--- src/rtl/vga_timing_gen.sv ---
// vga_timing_gen: 640x480@60Hz raster timing generator.
// Produces column/row counters, active-video enable, active-low hsync/vsync,
// a frame-start marker and a frame-counted ~1 Hz square wave. All outputs are
// registered and computed from the next-state counters, so they always
// describe the (col,row) presented on the same cycle.
module vga_timing_gen #(
    parameter int H_ACTIVE           = 640,
    parameter int H_FP               = 16,
    parameter int H_SYNC             = 96,
    parameter int H_BP               = 48,
    parameter int V_ACTIVE           = 480,
    parameter int V_FP               = 10,
    parameter int V_SYNC             = 2,
    parameter int V_BP               = 33,
    parameter int HALF_PERIOD_FRAMES = 30
) (
    input  logic       clk,
    input  logic       reset,
    input  logic       pix_en,
    output logic [9:0] col,
    output logic [9:0] row,
    output logic       enable,
    output logic       hsync,
    output logic       vsync,
    output logic       frame_start,
    output logic       clk_1hz
);

    localparam int H_TOTAL = H_ACTIVE + H_FP + H_SYNC + H_BP;
    localparam int V_TOTAL = V_ACTIVE + V_FP + V_SYNC + V_BP;

    // Region boundaries sized to the counter width so every compare is 10 bits.
    localparam logic [9:0] H_LAST     = 10'(H_TOTAL - 1);
    localparam logic [9:0] V_LAST     = 10'(V_TOTAL - 1);
    localparam logic [9:0] H_ACT_END  = 10'(H_ACTIVE);
    localparam logic [9:0] V_ACT_END  = 10'(V_ACTIVE);
    localparam logic [9:0] HS_START   = 10'(H_ACTIVE + H_FP);
    localparam logic [9:0] HS_END     = 10'(H_ACTIVE + H_FP + H_SYNC);
    localparam logic [9:0] VS_START   = 10'(V_ACTIVE + V_FP);
    localparam logic [9:0] VS_END     = 10'(V_ACTIVE + V_FP + V_SYNC);

    // Frame counter only needs to reach HALF_PERIOD_FRAMES-1; keep at least one bit.
    localparam int              FC_W    = (HALF_PERIOD_FRAMES > 1) ? $clog2(HALF_PERIOD_FRAMES) : 1;
    localparam logic [FC_W-1:0] FC_LAST = FC_W'(HALF_PERIOD_FRAMES - 1);

    logic [9:0]      col_q, col_d;
    logic [9:0]      row_q, row_d;
    logic            enable_q, enable_d;
    logic            hsync_q, hsync_d;
    logic            vsync_q, vsync_d;
    logic            frame_start_q, frame_start_d;
    logic            clk_1hz_q, clk_1hz_d;
    logic [FC_W-1:0] frame_cnt_q, frame_cnt_d;

    // Next-state: advance the raster on pix_en and derive the aligned outputs from it.
    always_comb begin
        // NOTE: every _d starts as its _q (hold), so no path through this block can infer a latch.
        col_d         = col_q;
        row_d         = row_q;
        enable_d      = enable_q;
        hsync_d       = hsync_q;
        vsync_d       = vsync_q;
        frame_start_d = frame_start_q;
        clk_1hz_d     = clk_1hz_q;
        frame_cnt_d   = frame_cnt_q;

        if (pix_en) begin
            if (col_q == H_LAST) begin
                col_d = '0;
                row_d = (row_q == V_LAST) ? '0 : row_q + 10'd1;
            end else begin
                col_d = col_q + 10'd1;
            end

            enable_d      = (col_d < H_ACT_END) && (row_d < V_ACT_END);
            hsync_d       = !((col_d >= HS_START) && (col_d < HS_END));
            vsync_d       = !((row_d >= VS_START) && (row_d < VS_END));
            frame_start_d = (col_d == '0) && (row_d == '0);

            if (frame_start_d) begin
                if (frame_cnt_q == FC_LAST) begin
                    frame_cnt_d = '0;
                    clk_1hz_d   = !clk_1hz_q;
                end else begin
                    frame_cnt_d = frame_cnt_q + FC_W'(1);
                end
            end
        end
    end

    // State registers with synchronous reset; reset parks the raster in back porch.
    always_ff @(posedge clk) begin
        // NOTE: non-blocking assignments so all flops update together from pre-edge values.
        if (reset) begin
            col_q         <= H_LAST;
            row_q         <= V_LAST;
            enable_q      <= 1'b0;
            hsync_q       <= 1'b1;
            vsync_q       <= 1'b1;
            frame_start_q <= 1'b0;
            clk_1hz_q     <= 1'b0;
            frame_cnt_q   <= '0;
        end else begin
            col_q         <= col_d;
            row_q         <= row_d;
            enable_q      <= enable_d;
            hsync_q       <= hsync_d;
            vsync_q       <= vsync_d;
            frame_start_q <= frame_start_d;
            clk_1hz_q     <= clk_1hz_d;
            frame_cnt_q   <= frame_cnt_d;
        end
    end

    assign col         = col_q;
    assign row         = row_q;
    assign enable      = enable_q;
    assign hsync       = hsync_q;
    assign vsync       = vsync_q;
    assign frame_start = frame_start_q;
    assign clk_1hz     = clk_1hz_q;

endmodule

--- config.mk ---
export PLATFORM = sky130hd
export DESIGN_NAME = vga_timing_gen
export DESIGN_NICKNAME = d
export VERILOG_FILES = /design/src/rtl/vga_timing_gen.sv
export SDC_FILE = /design/constraint.sdc
export NUM_CORES = 1
export LEC_CHECK = 0
export ABC_CLOCK_PERIOD_IN_PS = 3200
export CORE_UTILIZATION = 55
export DETAILED_ROUTE_END_ITERATION = 12
export MAX_ROUTING_LAYER = met4
export PLACE_DENSITY_LB_ADDON = 0.15
export SYNTH_ARGS = -nofsm -noshare
export SYNTH_HDL_FRONTEND = slang
export SYNTH_SLANG_ARGS = --single-unit
--- constraint.sdc ---
create_clock -name clk -period 3.2 [get_ports clk]
set_input_delay 0.96 -clock clk [delete_from_list [all_inputs] [get_ports clk]]
set_output_delay 0.96 -clock clk [all_outputs]
set_load 0.005 [all_outputs]
-- Word-level counts from Yosys, hierarchy flattened
Index checks and enable logic that the tools add are counted.
- add/sub/neg operators: 3
- multiply operators: 0
- div/mod/pow operators: 0
- $lt $le $gt $ge: 6
- equality and inequality tests: 3
- shift-type cells: 0
- muxes and demuxes: 6
- bitwise operators: 0
- reduce and logical (&&, ||, !) cells: 11
- operators by type and width (kind ; count):
    $mux W10 ; 5
    $add A10 B1 Y10 const B ; 2
    $eq A10 B10 Y1 const B ; 2
    $logic_not A10 Y1 ; 2
    $lt A10 B10 Y1 const B ; 2
    $lt A10 B9 Y1 const B ; 2
    $ge A10 B10 Y1 const B ; 1
    $ge A10 B9 Y1 const B ; 1
    $add A5 B1 Y5 const B ; 1
    $eq A5 B5 Y1 const B ; 1
    $mux W5 ; 1
    $logic_and A1 B1 Y1 ; 4
    $logic_not A1 Y1 ; 3
    $reduce_and A3 Y1 ; 1
    $reduce_and A2 Y1 ; 1
- flip-flop bits (word level): 30
- latch bits: 0
- memory bits (writable): 0
- ROM bits: 0
- input port bits: 3
- output and inout bits: 25
- logic and storage cells: 37
- memories kept: 0

-- Longest topological paths before layout
- depth after elaboration: 7
- gate-level depth with buffers: 12
- gate-level depth less buffers: 9

-- Worst setup path before layout
Ideal clock, no wire load.
- path kind: reg2reg
- start point: register col_q[0] (netlist: col[0])
- end point: register frame_cnt_q[2]
- setup time: 0.132 ns
- data arrival time: 2.394 ns
- data required time: 3.068 ns
- path slack: 0.673 ns
- cell stages (with the launch flop): 11
- buffers on the path: 2
- clock period less this slack: 2.527 ns
- cells stage by stage: dfxtp_1 ha_1 clkbuf_2 nand4_1 buf_2 nor4_2 nand3_1 xor2_1 nand4_2 o41ai_1 a21oi_1
- cells in the longest elaborated chain, start to end: 6
- elaborated cells between the ends (all ways): 10
- classes of those cells: add/sub: 1; eq/ne: 1; mux: 4; reduce/logical: 4
- RTL lines (element ; RTL line ; RTL):
    start, declared ; 46 ; logic [9:0] col_q, col_d;
    start signal, assigned ; 104 ; col_q <= col_d;
    $add A10 B1 Y10 or $eq A10 B10 Y1 (tied branches) ; 72, 68 ;
    $mux W10 ; 68 ; if (col_q == H_LAST) begin
    $mux W10 ; 67 ; if (pix_en) begin
    $logic_not A10 Y1 ; 78 ; frame_start_d = (col_d == '0) && (row_d == '0);
    $logic_and A1 B1 Y1 (*) ; 78 ;
    $reduce_and A2 Y1 (no line) (*) ; -- ;
    end signal, assigned ; 111 ; frame_cnt_q <= frame_cnt_d;
    end, declared ; 53 ; logic [FC_W-1:0] frame_cnt_q, frame_cnt_d;
Mark *: on every way between the ends. The rest lies on a longest branch, timed or not. The select of a mux whose other input is x is not followed.
A chain may end at the register's enable or synchronous reset.

-- Worst setup path after layout
- start point: register col_q[0] (netlist: col[0])
- end point: register frame_cnt_q[3]
The elaborated chain is that of the path after synthesis.

==> flow_metrics.py <==
metrics = {
    "status": {
        "status": "finished clean",
    },
    "placement": {
        "gp_congestion": 0.8922,
        "io_buffers": 27,
        "hpwl_mm": 3.545,
    },
    "worst_setup_path": {
        "crit_required_ns": 3.37,
        "cp_max_fo": 8,
        "critPathKind": "register to register",
        "arrival_ns": 3.07,
        "end_kind": "register",
        "start_kind": "register",
    },
    "drt": {
        "via_per_inst": 6.139,
        "drt_pass1_iterations": 4,
        "routed_wl_mm": 5.040,
        "wire_per_inst_um": 15.27,
        "ant_nets": 0,
        "drc_errors": 0,
        "vias": 2026,
        "first_iter_violations": 150,
    },
    "floorplanning": {
        "coreArea_um2": 3442,
        "std_cell_rows": 21,
        "die_w_um": 62.82,
        "die_h_um": 62.82,
        "ios": 28,
        "die-area_um2": 3946,
        "initial_core_util_pct": 59.11,
    },
    "synthesis": {
        "yosys_most_used_dff": "dfxtp_1",
        "ys_ff_latch": 30,
        "synth_nets": 274,
        "synth_warnings": 0,
        "synth_cell_type_count": 55,
        "syn_area_um2": 2034,
        "avgSynthCellArea_um2": 7.677,
        "async_reset_ff_share_pct": 0,
        "ys_seq_area_share_pct": 29.52,
        "synth_cells": 265,
        "synth-edff-count": 0,
    },
    "sta": {
        "final_hold_viol_count": 0,
        "finalSetupViolations": 0,
        "relSlewSlack_pct": 66.06,
        "min_period_over_period_pct": 90.68,
        "fin_setup_tns_ns": 0,
        "max_freq_ghz": 0.3446,
        "rsz0062_at_grt": "no",
        "min_period_ns": 2.902,
        "worst_slew_pin_slew_ns": 0.5091,
        "maxSlewViolCount": 0,
        "clock_skew_ns": 0.007532,
    },
    "global_routing": {
        "grtUsageTotal_pct": 27.43,
        "grt.overflow.total": 0,
        "grt_pass1_vias": 1829,
        "grt_pass1_wl_mm": 8.411,
        "grt_max_degree": 31,
        "antenna_found_initial": 0,
    },
    "clock_network": {
        "cts_tree": "done",
        "cts_setup_buffers": 0,
        "clk-insertion-delay-late_ns": 0.29,
        "clockRootBuffer": "clkbuf_8",
        "postCtsHoldBufs": 0,
        "cts_sinks": 30,
        "clk_pin_slew_worst_paths_ns": 0.07,
        "cts_resized": 0,
        "cts_buffers": 5,
        "clk_path_buf_depth": 2,
        "htree_levels": 2,
    },
    "layout": {
        "seqCellArea_um2": 600.6,
        "antennaDiodeCount": 0,
        "syn2layout_area_growth_pct": 20.05,
        "fin_util_pct": 70.96,
        "fillers": 282,
        "nets": 292,
        "drive_above_1_share_pct": 8.803,
        "multiInputGateArea_um2": 1270,
    },
    "power": {
        "leakagePower_uw": 0.0008885,
        "powerDensity_nw_per_um2": 500.9,
        "peakVddDrop_mv": 0.3320,
    },
    "job": {
        "max_cap_violations": 0,
    },
    "hold_path": {
        "hp-class": "register to register",
    },
}
-- power by group --
group,internal (uW),switching (uW),total (uW)
clock,332,154,486
combinational,139,169,307
sequential,392,38.1,430
total,863,360,1220
-- area by class of cell --
type	count	area share [%]
multi-input cells	200	52.00
flip-flops and latches	30	24.59
repair buffers	35	13.52
clock buffers	6	3.381
clock inverters	2	2.459
well taps	46	2.357
inverters	11	1.691
-- flip-flops by register name, indices dropped and copies added, names as in the netlist --
register	count
clk_1hz	1
enable	1
vsync	1
frame_start	1
col	10
row	10
frame_cnt_q	5
hsync	1
-- kinds of logic after synthesis --
family / synth area share [%]
adder cells (fa/ha/maj): 3.690
buffers and inverters: 8.056
XOR/XNOR: 5.166
multiplexers: 0.9840
AO/OA/AOI/OAI: 22.14
AND/OR/NAND/NOR: 30.44
flip-flops: 29.52
-- per-layer routing --
metal  vias to the layer above  global-route usage (%)  routed length, um
met3                         6                   4.380                220
met4                         0                   8.721                 56
met2                        58                   45.65               2459
met1                       955                   33.74               2304
met5                         -                       -                  0
li1                       1007                       -                  -
-- metrics by stage --
step / power [uW] / cell area [um2] / setup slack, ns / cells / hold slack [ns]
after floorplan: 647.1 / 2034 / 0.6733 / 265 / 0.4430
after detailed placement: 738.5 / 2300 / 0.3270 / 322 / 0.4619
after CTS: 1223 / 2442 / 0.3234 / 330 / 0.4736
after global placement: 734.3 / 2300 / 0.4694 / 322 / 0.4574
after global routing: 1275 / 2442 / 0.09241 / 330 / 0.4968
final: 1223 / 2442 / 0.2982 / 330 / 0.4719
-- cells in the mapped netlist, types with 6 or more instances --
cell type | instances | area share [%]
a31oi_1 | 7 | 2.2
clkbuf_1 | 12 | 2.2
nor2_1 | 16 | 3.0
nand3_1 | 14 | 3.4
inv_1 | 11 | 2.0
nand2_1 | 20 | 3.7
ha_1 | 6 | 3.7
nor3_1 | 11 | 2.7
xor2_1 | 7 | 3.0
and3_1 | 6 | 1.8
dfxtp_1 | 30 | 30
a21oi_1 | 22 | 5.4
o21ai_0 | 11 | 2.7
nand4_1 | 12 | 3.7
-- path summary, 6_finish.rpt --
kind / slack, ns / to / from / cells after the start
worst max-delay path: 0.30 / frame_cnt_q[3] / col[0] / 9
worst max register to register: 0.30 / frame_cnt_q[3] / col[0] / 9
worst min-delay path: 0.47 / enable / enable / 2
worst min register to register: 0.47 / enable / enable / 2
-- critical path, cell delays in order (launching register included) --
cell and delay (ns):
dfxtp_1 0.44, ha_1 0.34, nand4_1 0.24, buf_4 0.25, o31ai_1 0.23, a22oi_1 0.15, nor3_1 0.38, nand4_2 0.19
o41ai_1 0.45, a21oi_1 0.11
-- layout by cell type, fill, tap and decap left out, drive strengths merged, types with 4 or more instances in the layout --
| master | Yosys | layout |
|---|---|---|
| dfxtp | 30 | 30 |
| clkdlybuf4s50 | 0 | 27 |
| a21oi | 23 | 23 |
| nand2 | 20 | 20 |
| nor2 | 17 | 17 |
| nand3 | 14 | 14 |
| nand4 | 13 | 13 |
| nor3 | 12 | 12 |
| inv | 11 | 11 |
| o21ai | 11 | 11 |
| buf | 11 | 8 |
| xor2 | 7 | 7 |
| a31oi | 7 | 7 |
| and3 | 6 | 6 |
| ha | 6 | 6 |
| clkbuf | 13 | 6 |
| xnor2 | 5 | 5 |
| o31ai | 4 | 4 |
| nor2b | 4 | 4 |
| o211ai | 4 | 4 |
| nand2b | 4 | 4 |
Power figures use the tool's default switching activity.
